**src/rtl/matmul_pkg.sv**
```systemverilog
// Shared definitions for the matrix-multiply datapath: feeder FSM states,
// default dimensions and an index-width helper that is safe for sizes of 1.
package matmul_pkg;

    localparam int N_DEFAULT       = 3;
    localparam int DW_DEFAULT      = 8;
    localparam int LATENCY_DEFAULT = 2;

    typedef enum logic [1:0] {
        IDLE  = 2'd0,
        ISSUE = 2'd1,
        DRAIN = 2'd2,
        DONE  = 2'd3
    } feeder_state_t;

    // $clog2(1) is 0, which would produce zero-width ports.
    function automatic int idx_w(input int n);
        return (n <= 1) ? 1 : $clog2(n);
    endfunction

endpackage

```
**src/rtl/matmul_tag_delay.sv**
```systemverilog
// LATENCY-deep shift register carrying {valid, row, col} alongside the
// dot-product pipeline; LATENCY=0 degenerates to a wire.
module matmul_tag_delay #(
    parameter int LATENCY = 2,
    parameter int W       = 5
) (
    input  logic         clk,
    input  logic         reset,
    input  logic [W-1:0] tag_in,
    output logic [W-1:0] tag_out
);

    generate
        if (LATENCY == 0) begin : g_bypass
            assign tag_out = tag_in;
        end else begin : g_pipe
            logic [W-1:0] pipe_q [LATENCY];
            logic [W-1:0] pipe_d [LATENCY];

            // Next-stage values: shift by one every cycle, bubbles included.
            always_comb begin
                pipe_d[0] = tag_in;
                for (int s = 1; s < LATENCY; s++) begin
                    pipe_d[s] = pipe_q[s-1];
                end
            end

            // Stage registers; reset flushes any in-flight tags.
            always_ff @(posedge clk or negedge reset) begin
                if (!reset) begin
                    for (int s = 0; s < LATENCY; s++) begin
                        pipe_q[s] <= '0;
                    end
                end else begin
                    pipe_q <= pipe_d;
                end
            end

            assign tag_out = pipe_q[LATENCY-1];
        end
    endgenerate

endmodule

```
**src/rtl/matmul_operand_feeder.sv**
```systemverilog
// Operand feeder: stores A and B, streams (row i of A, column j of B) pairs
// row-major into the dot-product unit and tags each result with (i,j).
// Optional FEEDER_STALL_EN adds a `stall` input that freezes issue.
module matmul_operand_feeder
    import matmul_pkg::*;
#(
    parameter int N       = N_DEFAULT,
    parameter int DW      = DW_DEFAULT,
    parameter int LATENCY = LATENCY_DEFAULT
) (
    input  logic                   clk,
    input  logic                   reset,
    input  logic                   load_en,
    input  logic                   load_sel,
    input  logic [idx_w(N*N)-1:0]  load_addr,
    input  logic [DW-1:0]          load_data,
    input  logic                   start,
`ifdef FEEDER_STALL_EN
    input  logic                   stall,
`endif
    output logic                   busy,
    output logic                   done,
    output logic                   enable,
    output logic [N*DW-1:0]        a_vec,
    output logic [N*DW-1:0]        b_vec,
    output logic                   res_valid,
    output logic [idx_w(N)-1:0]    res_row,
    output logic [idx_w(N)-1:0]    res_col
);

    localparam int AW = idx_w(N*N);
    localparam int IW = idx_w(N);
    localparam int CW = idx_w(LATENCY + 1);
    localparam int TW = 1 + 2*IW;
    localparam logic [AW:0]   NUM_ELEM   = (AW+1)'(N*N);
    localparam logic [IW-1:0] LAST_IDX   = IW'(N-1);
    localparam logic [CW-1:0] LAST_DRAIN = CW'((LATENCY > 0) ? LATENCY - 1 : 0);

    feeder_state_t     state_q, state_d;
    logic [IW-1:0]     row_q, row_d;
    logic [IW-1:0]     col_q, col_d;
    logic [CW-1:0]     drain_q, drain_d;
    logic              busy_q, busy_d;
    logic              done_q, done_d;
    logic              enable_q, enable_d;
    logic [N*DW-1:0]   a_vec_q, a_vec_d;
    logic [N*DW-1:0]   b_vec_q, b_vec_d;
    logic [IW-1:0]     tag_row_q, tag_row_d;
    logic [IW-1:0]     tag_col_q, tag_col_d;
    logic [DW-1:0]     mem_a_q [N*N];
    logic [DW-1:0]     mem_a_d [N*N];
    logic [DW-1:0]     mem_b_q [N*N];
    logic [DW-1:0]     mem_b_d [N*N];
    logic              stall_s;
    logic [TW-1:0]     tag_out_s;

`ifdef FEEDER_STALL_EN
    assign stall_s = stall;
`else
    assign stall_s = 1'b0;
`endif

    // Next-state, counter, storage and output computation.
    always_comb begin
        state_d   = state_q;
        row_d     = row_q;
        col_d     = col_q;
        drain_d   = drain_q;
        enable_d  = 1'b0;
        a_vec_d   = a_vec_q;
        b_vec_d   = b_vec_q;
        tag_row_d = tag_row_q;
        tag_col_d = tag_col_q;
        busy_d    = (state_q != IDLE);
        done_d    = (state_q == DONE);
        mem_a_d   = mem_a_q;
        mem_b_d   = mem_b_q;

        case (state_q)
            IDLE: begin
                if (load_en && ({1'b0, load_addr} < NUM_ELEM)) begin
                    if (load_sel) begin
                        mem_b_d[load_addr] = load_data;
                    end else begin
                        mem_a_d[load_addr] = load_data;
                    end
                end else begin
                    mem_a_d = mem_a_q;
                end
                if (start) begin
                    state_d = ISSUE;
                    row_d   = '0;
                    col_d   = '0;
                end else begin
                    state_d = IDLE;
                end
            end
            ISSUE: begin
                if (stall_s) begin
                    enable_d = 1'b0;
                end else begin
                    enable_d  = 1'b1;
                    tag_row_d = row_q;
                    tag_col_d = col_q;
                    for (int k = 0; k < N; k++) begin
                        a_vec_d[k*DW +: DW] = mem_a_q[AW'(int'(row_q) * N + k)];
                        b_vec_d[k*DW +: DW] = mem_b_q[AW'(k * N + int'(col_q))];
                    end
                    if (col_q == LAST_IDX) begin
                        col_d = '0;
                        if (row_q == LAST_IDX) begin
                            row_d   = '0;
                            drain_d = '0;
                            state_d = (LATENCY == 0) ? DONE : DRAIN;
                        end else begin
                            row_d = row_q + 1'b1;
                        end
                    end else begin
                        col_d = col_q + 1'b1;
                    end
                end
            end
            DRAIN: begin
                if (drain_q == LAST_DRAIN) begin
                    state_d = DONE;
                end else begin
                    drain_d = drain_q + 1'b1;
                end
            end
            DONE: begin
                state_d = IDLE;
            end
            default: begin
                state_d = IDLE;
            end
        endcase
    end

    // Control FSM and registered outputs.
    always_ff @(posedge clk or negedge reset) begin
        if (!reset) begin
            state_q   <= IDLE;
            row_q     <= '0;
            col_q     <= '0;
            drain_q   <= '0;
            busy_q    <= 1'b0;
            done_q    <= 1'b0;
            enable_q  <= 1'b0;
            a_vec_q   <= '0;
            b_vec_q   <= '0;
            tag_row_q <= '0;
            tag_col_q <= '0;
        end else begin
            state_q   <= state_d;
            row_q     <= row_d;
            col_q     <= col_d;
            drain_q   <= drain_d;
            busy_q    <= busy_d;
            done_q    <= done_d;
            enable_q  <= enable_d;
            a_vec_q   <= a_vec_d;
            b_vec_q   <= b_vec_d;
            tag_row_q <= tag_row_d;
            tag_col_q <= tag_col_d;
        end
    end

    // Operand storage; only written while idle so a pass sees stable data.
    always_ff @(posedge clk or negedge reset) begin
        if (!reset) begin
            mem_a_q <= '{default: '0};
            mem_b_q <= '{default: '0};
        end else begin
            mem_a_q <= mem_a_d;
            mem_b_q <= mem_b_d;
        end
    end

    matmul_tag_delay #(
        .LATENCY (LATENCY),
        .W       (TW)
    ) u_tag_delay (
        .clk     (clk),
        .reset   (reset),
        .tag_in  ({enable_q, tag_row_q, tag_col_q}),
        .tag_out (tag_out_s)
    );

    assign busy   = busy_q;
    assign done   = done_q;
    assign enable = enable_q;
    assign a_vec  = a_vec_q;
    assign b_vec  = b_vec_q;
    assign {res_valid, res_row, res_col} = tag_out_s;

endmodule

```
**config.mk**
```make
export PLATFORM = sky130hd
export DESIGN_NAME = matmul_operand_feeder
export DESIGN_NICKNAME = d
export VERILOG_FILES = /design/src/rtl/matmul_pkg.sv /design/src/rtl/matmul_tag_delay.sv /design/src/rtl/matmul_operand_feeder.sv
export SDC_FILE = /design/constraint.sdc
export NUM_CORES = 1
export LEC_CHECK = 0
export BUFFER_PORTS_ARGS = -buffer_cell sky130_fd_sc_hd__buf_2
export CAP_MARGIN = 20
export CORE_ASPECT_RATIO = 0.75
export CORE_MARGIN = 1.5
export CORE_UTILIZATION = 38
export CTS_CLUSTER_DIAMETER = 60
export CTS_CLUSTER_SIZE = 12
export DETAILED_ROUTE_END_ITERATION = 10
export PLACE_DENSITY = 0.55
export SLEW_MARGIN = 15
export SYNTH_ARGS = -nofsm -noshare
export SYNTH_HDL_FRONTEND = slang
export SYNTH_SLANG_ARGS = --single-unit
```
**constraint.sdc**
```tcl
create_clock -name clk -period 4.95 [get_ports clk]
set_input_delay 0.495 -clock clk [delete_from_list [all_inputs] [get_ports clk]]
set_output_delay 0.495 -clock clk [all_outputs]
set_load 0.02 [all_outputs]
```
; ---- After elaboration in Yosys (flattened, before gate mapping)
; Cells that the tools add are included.
[word_totals]
regBits = 217
out_inout_bits = 56
word_cells = 117
[classes]
n_addsub = 7
multipliers = 1
n_lt_le_gt_ge = 9
n_eq_ne = 11
n_mux = 38
bitwise_logic = 8
reduce_logical = 12
[ops]
columns = cell, count
row1 = $bmux 8 s4, 6
row2 = $bwmux 72, 2
row3 = $mux 8, 13
row4 = $demux 8 s4, 1
row5 = $ge 4x5->1 const B, 6
row6 = $mux 2, 10
row7 = $not 4->4, 4
row8 = $pmux 2 s2, 3
row9 = $reduce_and 3->1, 4
row10 = $ne 2x2->1 const B, 5
row11 = $add 4x2->4 const B, 2
row12 = $eq 2x2->1 const B, 4
row13 = $pmux 2 s4, 1
row14 = $add 2x1->2 const B, 3
row15 = $reduce_bool 2->1, 3
row16 = $ge 5x5->1 const B, 1
row17 = $lt 5x1->1 const B, 1
row18 = $not 4->5, 1
row19 = $add 3x2->4 const A, 1
row20 = $eq 2x1->1 const B, 2
row21 = $lt 4x4->1 const B, 1
row22 = $mul 2x2->4 const B, 1
row23 = $not 2->4, 1
row24 = $not 3->4, 1
row25 = other kinds (7), 9

; ---- Logic depth before layout (Yosys ltp)
[logic_depth]
word_depth = 6
depth_mapped = 11
depth_no_buf = 5

; ---- By module
; From an unflattened synthesis, not the netlist that was laid out.
[hier_totals]
cells_unflattened = 747
area_unflattened_um2 = 10472.5
[modules_own_cells]
columns = module, n_inst, cells_each, area_per_inst_um2, seq_area_each_um2
row1 = matmul_operand_feeder, 1, 737, 10222.3, 5180.0
row2 = matmul_tag_delay, 1, 10, 250.2, 250.2

; ---- Least setup slack after synthesis
; Ideal clock, no wire load.
[synth_timing]
path_type = reg2reg
start = reg col_q[0]
end = reg b_vec_q[10] (netlist: b_vec[10])
setup_time_ps = 140
arrival_time_ps = 2428
required_ps = 4810
slack_ps = 2383
path_stages_with_launch = 11
n_path_buf = 5
synth_period_minus_slack_ps = 2567
path_cell_list = dfrtp_1 -> buf_2 -> buf_4 -> buf_2 -> inv_1 -> buf_2 -> ha_1 -> buf_2 -> mux4_2 -> nand2_1 -> a31oi_1
[synth_between]
elab_chain_cells = 5
[synth_rtl]
columns = item, line
row1 = "start, declared", matmul_operand_feeder.sv:41  ; logic [IW-1:0] col_q, col_d;
row2 = "start signal, assigned", matmul_operand_feeder.sv:156  ; col_q <= col_d;
row3 = $add 2x2->3, matmul_operand_feeder.sv:107  ; b_vec_d[k*DW +: DW] = mem_b_q[AW'(k * N + int'(col_q))];
row4 = $not 3->4 (not written as such), matmul_operand_feeder.sv:107
row5 = $bmux 8 s4, matmul_operand_feeder.sv:107
row6 = $mux 8 (not written as such) (2 in series), matmul_operand_feeder.sv:107
row7 = "end signal, assigned", matmul_operand_feeder.sv:162  ; b_vec_q <= b_vec_d;
row8 = "end, declared", matmul_operand_feeder.sv:47  ; logic [N*DW-1:0] b_vec_q, b_vec_d;
; Every way passes these cells. The select of a mux whose other input is x is not followed.
; A chain may end at the register's enable or synchronous reset.

; ---- Worst setup path after layout
[layout_timing]
start = reg col_q[0]
end = reg b_vec_q[9] (netlist: b_vec[9])
; The elaborated chain is that of the path after synthesis.

==> impl_metrics.csv <==
group,metric,value,unit
run_status,status,"completed",
timing,rsz0062_at_grt,"no",
timing,fin_hold_ws,53.9,ps
cts,cts_setup_buffers,0,
job,drv_cap,0,
route,vias,6663,
route,ant_nets,0,
timing,hold_viol,0,
critical_path,startpoint_type,"flip-flop",
logic_synthesis,synth_cells,742,
pwr,internal_power,4.46,mW
global_route,global_route.usage.total,0.195,
final_layout,final_common_cell,"dfrtp_1",
logic_synthesis,yosys_warnings,0,
route,finalWirelength,27600,um
place,dp_cells,1124,
pwr,swShare,0.360,
floorplanning,rows,52,
floorplanning,start_util,0.391,
route,drc,0,
critical_path,timing.critical_path.buf_inv,2,
cts,clkSlewWorstSetupHoldPaths,60,ps
timing,finalCritPeriodShare,0.590,
route,wl_per_cell,24.0,um
logic_synthesis,async_flop_share,1.00,
critical_path,reg2reg_from,"col_q[0]",
final_layout,area_growth_syn_to_layout,12.6,%
hold_path,hp-class,"primary input to async pin",
pwr,powerDensity,581,nW/um^2
pwr,p_sw,2.51,mW
floorplanning,fp.dieW,196,um
logic_synthesis,synth_edf_count,0,
pwr,pwr-share-clk,0.233,
logic_synthesis,avgSynthCellArea,14.4,um^2
final_layout,fin_cells,1154,
logic_synthesis,synthTopCellsByArea,"dfrtp_1, mux2_2, mux4_2",
critical_path,r2r_cells,6,
timing,slew_violations,0,
global_route,grt_max_degree,113,
cts,cts_tree,"yes",
timing,fin_skew,9.51,ps
logic_synthesis,ys_seq_elements,217,
cts,clk_latency,500,ps
place,gp_congestion,0.801,
cts,ctsHoldBuffers,0,
pwr,irDropWorstVdd,229,uV
critical_path,cp_slowest_cell,"ha_1",
critical_path,r2r_end,"b_vec[9]",
route,viasPerCell,5.77,
pwr,combPwrFrac,0.375,
timing,fmax,342,MHz
logic_synthesis,netlist-cell-type-count,53,
timing,relSlewSlack,0.295,
final_layout,layout-drive-gt1-share,0.448,
critical_path,cp.required,5310,ps
pwr,power,6.97,mW
critical_path,reg2reg_setup_slack,2030,ps
timing,tightest_slew,1050,ps
critical_path,cpPeakStageDelay,870,ps
global_route,gr-total-overflow,0,
timing,setup_viol,0,
cts,cts_max_path_buffers,3,
timing,min_period,2920,ps
logic_synthesis,synth.top_cell.area_share,0.510,
global_route,grt_pass1_wl,43200,um
route,drt_pass1_iterations,5,
critical_path,crit_chain,"buf_4 > inv_1 > ha_1 > mux4_2 > mux2i_1 > a21oi_1",
floorplanning,die_area,29100,um^2
floorplanning,die_h,148,um
floorplanning,io_pins,73,
place,dp_hpwl,17900,um
place,portBuffers,72,
cts,post_cts_resized,0,
critical_path,worstSetupPathType,"flip-flop to flip-flop",
cts,cts_buffers,23,
pwr,leakage,5.47,nW
logic_synthesis,syn_nets,774,
critical_path,critical-path-top-delay-family,"adder cells",
global_route,antenna_found_initial,1,
critical_path,crit_path_max_fanout,28,
logic_synthesis,netlist_area,10700,um^2
pwr,seqPwrFrac,0.392,
final_layout,nets,830,
timing,tns,0,ps
critical_path,cp-end-kind,"flip-flop",
cts,cts-root-buf,"clkbuf_16",
critical_path,arrival,3280,ps
final_layout,final_cell_mix,"dfrtp_1, mux2_2, buf_2",
logic_synthesis,synth.largest_area_cell,"dfrtp_1",
route,drtIter0Drc,453,
cts,cts_sinks,217,
final_layout,fin_util,0.440,
floorplanning,core,27300,um^2
cts,htreeDepth,1,
final_layout,num-fill-cells,2419,
global_route,grt_pass1_vias,6899,
logic_synthesis,synth_top_flop_cell,"dfrtp_1",
logic_synthesis,yosysSeqAreaShare,0.510,
==> metrics by stage <==
step | worst slack [ps] | cell area (um^2)
floorplan | 2380 | 10700
global placement | 2070 | 11300
detailed placement | 1960 | 11300
CTS | 1960 | 12000
global route | 1770 | 12000
finish | 2030 | 12000
==> cell families (layout without fill, tap and decap cells) <==
| family | after synthesis | after routing | share of synthesized area |
|---|---|---|---|
| and+or+nand+nor | 107 | 107 | 0.0707 |
| DFF | 217 | 217 | 0.510 |
| muxes | 239 | 239 | 0.313 |
| other | 0 | 1 | 0 |
| xor gates and xnor gates | 2 | 2 | 0.00164 |
| adders and majority gates | 15 | 15 | 0.0176 |
| AOI/OAI and AO/OA | 93 | 93 | 0.0588 |
| buffers and inverters | 69 | 129 | 0.0280 |
==> worst max path at each step <==
stage | startpoint | endpoint | cells past startpoint
floorplan | col_q[0] | b_vec[10] | 10
global placement | col_q[1] | b_vec[10] | 5
detailed placement | col_q[0] | b_vec[9] | 6
CTS | col_q[0] | b_vec[9] | 6
global route | col_q[0] | b_vec[8] | 6
finish | col_q[0] | b_vec[9] | 6
==> power groups by stage <==
stage	logic, mW	registers, mW	clock network, mW
floorplan	1.73	2.84	0
global placement	2.57	2.73	0
detailed placement	2.63	2.76	0
CTS	2.64	2.73	1.67
global route	2.84	2.81	1.74
finish	2.61	2.73	1.62
==> synthesized netlist by cell type (all sizes together) (2+ instances only) <==
| library cell | number |
|---|---|
| dfrtp | 217 |
| mux2 | 173 |
| mux4 | 56 |
| nor2 | 37 |
| buf | 25 |
| clkbuf | 24 |
| o21ai | 21 |
| inv | 19 |
| a21oi | 18 |
| a32oi | 18 |
| ha | 15 |
| nor2b | 12 |
| nand3 | 11 |
| mux2i | 10 |
| nand3b | 10 |
| o31ai | 9 |
| a211oi | 8 |
| a22oi | 8 |
| nand2 | 8 |
| nand4 | 7 |
| nand4b | 7 |
| nand2b | 4 |
| a31oi | 3 |
| a221o | 2 |
| a22o | 2 |
| nand4bb | 2 |
| nor4bb | 2 |
==> final cells by class <==
type | instances | area [um^2] | share of cell area
Multi-Input combinational cell | 456 | 4940 | 0.412
Clock inverter | 4 | 76.3 | 0.00637
Timing Repair Buffer | 80 | 443 | 0.0369
Tap cell | 351 | 439 | 0.0366
Antenna cell | 1 | 2.50 | 0.000209
Inverter | 20 | 75.1 | 0.00626
Clock buffer | 25 | 583 | 0.0486
Sequential cell | 217 | 5430 | 0.453
==> sequential cells by signal, summed over array words and instances, names as in the netlist <==
register                   cells
col_q                          2
state_q                        2
done                           1
enable                         1
mem_a_q                       72
u_tag_delay.tag_out            5
tag_col_q                      2
a_vec                         24
mem_b_q                       72
busy                           1
drain_q                        2
b_vec                         24
u_tag_delay.g_pipe.pipe_d      5
row_q                          2
tag_row_q                      2
==> per-layer routing <==
layer  wire length, um  vias to the layer above  global-route usage
met5                 0                        -                   0
met2             12400                      171               0.296
met4               541                        0              0.0435
li1                  -                     2904                   -
met1             13200                     3558               0.290
met3              1570                       30              0.0351
==> worst register-to-register path: cells and delay by family, from the launching register on <==
kind,cells,cell delay [ps]
buffers and inverters,2,700
flip-flops,1,360
AO/OA/AOI/OAI,1,90
multiplexers,2,760
adder cells (fa/ha/maj),1,870
(Power assumes the default switching activity.)
